File: src/rtl/decode_stage.sv
// Instruction decode: splits fields, reads two operands from an 8x16 register file, sign-extends imm7.
// Latency: 1 clock; every output is registered at the ID/EX boundary.
// Backpressure: none; the stage decodes the presented instruction on every clock edge.
module decode_stage (
    input  logic        clk,
    input  logic        rst_n,
    input  logic [15:0] instruction,
    input  logic        regWrite,
    input  logic [2:0]  writeReg,
    input  logic [15:0] writeData,
    output logic [2:0]  opCode,
    output logic [15:0] readData1,
    output logic [15:0] readData2,
    output logic [15:0] signExtend,
    output logic [2:0]  rt,
    output logic [2:0]  rd
);

    // Register file; entry 0 is never written so it always reads as zero.
    logic [15:0] regFile [8];

    logic [2:0]  rsIdx;
    logic [2:0]  rtIdx;
    logic [2:0]  rdIdx;
    logic [2:0]  opIdx;
    logic [15:0] immExt;
    logic        wrValid;
    logic [15:0] operandA;
    logic [15:0] operandB;

    assign opIdx   = instruction[15:13];
    assign rsIdx   = instruction[12:10];
    assign rtIdx   = instruction[9:7];
    assign rdIdx   = instruction[6:4];
    assign immExt  = {{9{instruction[6]}}, instruction[6:0]};
    assign wrValid = regWrite && (writeReg != 3'd0);

    // Operand select: R0 reads zero, a same-edge write to the source register is forwarded.
    always_comb begin
        operandA = regFile[rsIdx];
        operandB = regFile[rtIdx];
        if (rsIdx == 3'd0) begin
            operandA = 16'h0000;
        end else if (wrValid && (writeReg == rsIdx)) begin
            operandA = writeData;
        end
        if (rtIdx == 3'd0) begin
            operandB = 16'h0000;
        end else if (wrValid && (writeReg == rtIdx)) begin
            operandB = writeData;
        end
    end

    // Write-back port; held off while reset is asserted, R0 writes dropped.
    always_ff @(posedge clk or negedge rst_n) begin
        if (!rst_n) begin
            for (int i = 0; i < 8; i++) begin
                regFile[i] <= 16'h0000;
            end
        end else if (wrValid) begin
            regFile[writeReg] <= writeData;
        end
    end

    // ID/EX pipeline register capturing the decoded fields and operands.
    always_ff @(posedge clk or negedge rst_n) begin
        if (!rst_n) begin
            opCode     <= 3'd0;
            readData1  <= 16'h0000;
            readData2  <= 16'h0000;
            signExtend <= 16'h0000;
            rt         <= 3'd0;
            rd         <= 3'd0;
        end else begin
            opCode     <= opIdx;
            readData1  <= operandA;
            readData2  <= operandB;
            signExtend <= immExt;
            rt         <= rtIdx;
            rd         <= rdIdx;
        end
    end

endmodule

File: config.mk
export PLATFORM = sky130hd
export DESIGN_NAME = decode_stage
export DESIGN_NICKNAME = d
export VERILOG_FILES = /design/src/rtl/decode_stage.sv
export SDC_FILE = /design/constraint.sdc
export NUM_CORES = 1
export LEC_CHECK = 0
export BUFFER_PORTS_ARGS = -buffer_cell sky130_fd_sc_hd__buf_2
export CAP_MARGIN = 20
export CORE_MARGIN = 5
export CORE_UTILIZATION = 53
export DETAILED_ROUTE_END_ITERATION = 10
export MAX_ROUTING_LAYER = met4
export PLACE_DENSITY = 0.87
export SLEW_MARGIN = 20
export SYNTH_ARGS = -nofsm -noshare
export SYNTH_HDL_FRONTEND = slang
export SYNTH_SLANG_ARGS = --single-unit
File: constraint.sdc
create_clock -name clk -period 1.2 [get_ports clk]
set_input_delay 0.18 -clock clk [delete_from_list [all_inputs] [get_ports clk]]
set_output_delay 0.18 -clock clk [all_outputs]
set_load 0.05 [all_outputs]
==> metrics.txt <==
outcome=finished with violations; failing checks=negative setup slack; WHS Path Cells=2; Final Skew=0.00499 ns; YS warnings=0; Finished Cell Area=~11000 sq um; P&R area growth vs syn=29.6%; startpoint types=flop; Routed Antenna Nets=0; Rel. slew slack=0.788; Worst Path Arrival=1.83 ns; final net count=between 700 and 800; switching part of the total=0.321; most common cell in the synthesized netlist=dfrtp_1; cells along the critical path=mux4_2, mux2i_1, o21ai_1, o211a_1; Die X=136 microns; fraction of registers with async set/reset=1.00; DP Area=9790 sq um; crit end category=flop; Reg2Reg Capture Point=readData2[11]; final worst slack=-0.312 ns; RSZ-0062 raised after global routing=yes; Non-Filler Instances=910; Reg power frac=0.410; Worst Hold Class=input port to flop; critical path required time=around 1.5 ns; syn_area_per_cell=15.7 sq um; largest stage delay on the critical path=~0.50 ns; sw power=between 6 and 7 mW; H-Tree Depth=4; max-slew violations=0; Yosys top cell by area=dfrtp_1; Int Pwr=~13 mW; DP HPWL=around 14 mm; CTS tree=yes; DRT iter0 DRCs=slightly above 600; max-capacitance violation count=0; clock power share=0.286; Reg2Reg Depth=4; Comb pwr share=0.304; dpl cells=847; Routed Wire Length=between 20 and 25 mm; post-synthesis cell area=8470 sq um; Die Height=between 100 and 150 microns; total of flip-flops plus latches after synthesis=approximately 170; WHS Endpoint=rt[1]; Leak Pwr=approximately 5.0 nW; TritonRoute pass-1 iters=7; endpoints failing setup=44; f_max=~660 MHz; Port-buffer cells=94; flop-to-flop setup slack=-0.31 ns; wire per inst=roughly 27 microns; Slowest-stage cell, CP=mux4_2; CP Class=flop to flop; core area=approximately 16000 sq um; Total Neg Setup Slack=-7.45 ns; vias=5819; Initial Utilization=0.537; top_reg_cell synth=dfrtp_1; fin crit period=around 1.5 ns; top cells by area, synth=dfrtp_1, mux4_2, mux2_2, mux2i_1, o211a_1; largest net degree at the start of global routing=36; CTS buffer count=17; Unique masters post-synth=25; DRC viols=0; Seq/Total Area, Yosys=0.511; min-delay src=instruction[8]; pwr dens=~1700 nW/um^2; Syn Inst Count=540; area share of the largest cell type after synthesis=0.511; Total Routing Usage GR=0.280; Worst Tran Pin Value=~0.32 ns; clk root buf=clkbuf_16; syn nets=578; pre-CTS setup slack=-0.463 ns; FP Rows=between 40 and 50; initial antenna violation count=0; Post-synth top cells=dfrtp_1, mux2_2, mux4_2; clock tree buffer depth=2; EDFF count, synth=0; FF-to-FF Start=regFile[11]; critical path fanouts, max=3; vias in the first global route=between 6000 and 7000; clock-pin slew on the worst setup and hold paths=approximately 0.070 ns; Peak VDD IR=~1.2 mV; Die Area=18600 sq um; # diodes=0; Num Clock Sinks=173; period utilization=1.26; GPL Wtd Cong=around 0.87; post-DR vias/cell=between 6 and 7; first-pass GRT wire length=37.2 mm; gr ovfl total=0; Final Hold Viols=0; worst skew pair latency=between 0.4 and 0.5 ns; io pins=between 90 and 100; layout cells sized above 1=0.584; WHS=between 0.03 and 0.04 ns
[logic make-up after synthesis]
group / count (synthesis) / synth area share
AOI/OAI and AO/OA: 68 / 0.0653
DFF: 173 / 0.511
muxes: 208 / 0.357
and+or+nand+nor: 14 / 0.0123
buffers and inverters: 73 / 0.0490
xor gates and xnor gates: 4 / 0.00591
[worst max-delay path: cells and delay by family (launching register included)]
kind | cells | cell delay, ns
DFF | 1 | 0.40
muxes | 2 | 0.73
AOI/OAI and AO/OA | 2 | 0.26
[power groups by stage]
| stage | registers, mW | clock network (mW) | logic [mW] |
|---|---|---|---|
| 5_1_grt | 7.95 | 5.79 | 6.11 |
| 2_1_floorplan | 8.60 | 0 | 2.69 |
| 6_report | 7.88 | 5.50 | 5.84 |
| 3_3_place_gp | 7.68 | 0 | 4.89 |
| 3_5_place_dp | 7.81 | 0 | 5.07 |
| 4_1_cts | 7.77 | 5.55 | 5.62 |
[routing by layer]
layer	wire, microns	share of wire	track usage
met3	1780	0.074	0.0666
met1	8720	0.36	0.324
met2	12700	0.52	0.452
met4	1000	0.041	0.156
met5	0	0	-
[flip-flops by register name, summed over array words and instances (netlist names)]
signal      cells
signExtend      4
rt              3
opCode          3
readData2      16
rd              3
readData1      16
regFile       128
[cell type report]
cell class                      instances  area [sq um]
Fill cell                             969          4790
Sequential cell                       173          4330
Multi-Input combinational cell        294          3910
Timing Repair Buffer                  195          1880
Clock buffer                           20           467
Tap cell                              216           270
Clock inverter                         12           126
[worst max path at each step]
stage,depth (start not counted),slack (ns),startpoint,end
after floorplan,7,-0.27,instruction[10],readData1[10]
after global placement,7,-0.44,instruction[8],readData2[9]
after detailed placement,7,-0.46,instruction[8],readData2[9]
after CTS,4,-0.23,regFile[27],readData2[11]
after global routing,4,-0.35,regFile[11],readData2[11]
final,4,-0.31,regFile[11],readData2[11]
[per-stage QoR]
step	total power, mW	utilization
after floorplan	11.3	-
after global placement	12.6	0.621
after detailed placement	12.9	0.621
after CTS	18.9	0.687
after global routing	19.9	0.696
final	19.2	0.696
[placed cells by master (no fill, tap or decap), types with 3 or more instances in the layout]
cell type and instances:
mux2i_1 30, clkinvlp_4 4, mux2_2 82, buf_4 84
nand4b_1 3, mux2_4 30, buf_12 23, inv_6 4
dfrtp_1 172, clkbuf_16 17, dlygate4sd3_1 11, buf_2 36
buf_6 31, o211a_1 32, mux4_2 64, clkbuf_8 3
buf_8 10, o21ai_1 32
[what timing repair did]
item,4_1_cts,5_1_grt
gates cloned,0,0
hold buffers,11,0
pin swaps,2,1
setup endpoints to repair,86,69
gates resized for setup,100,40
setup buffers,15,5
hold endpoints to repair,183,0
(Power assumes the default switching activity.)
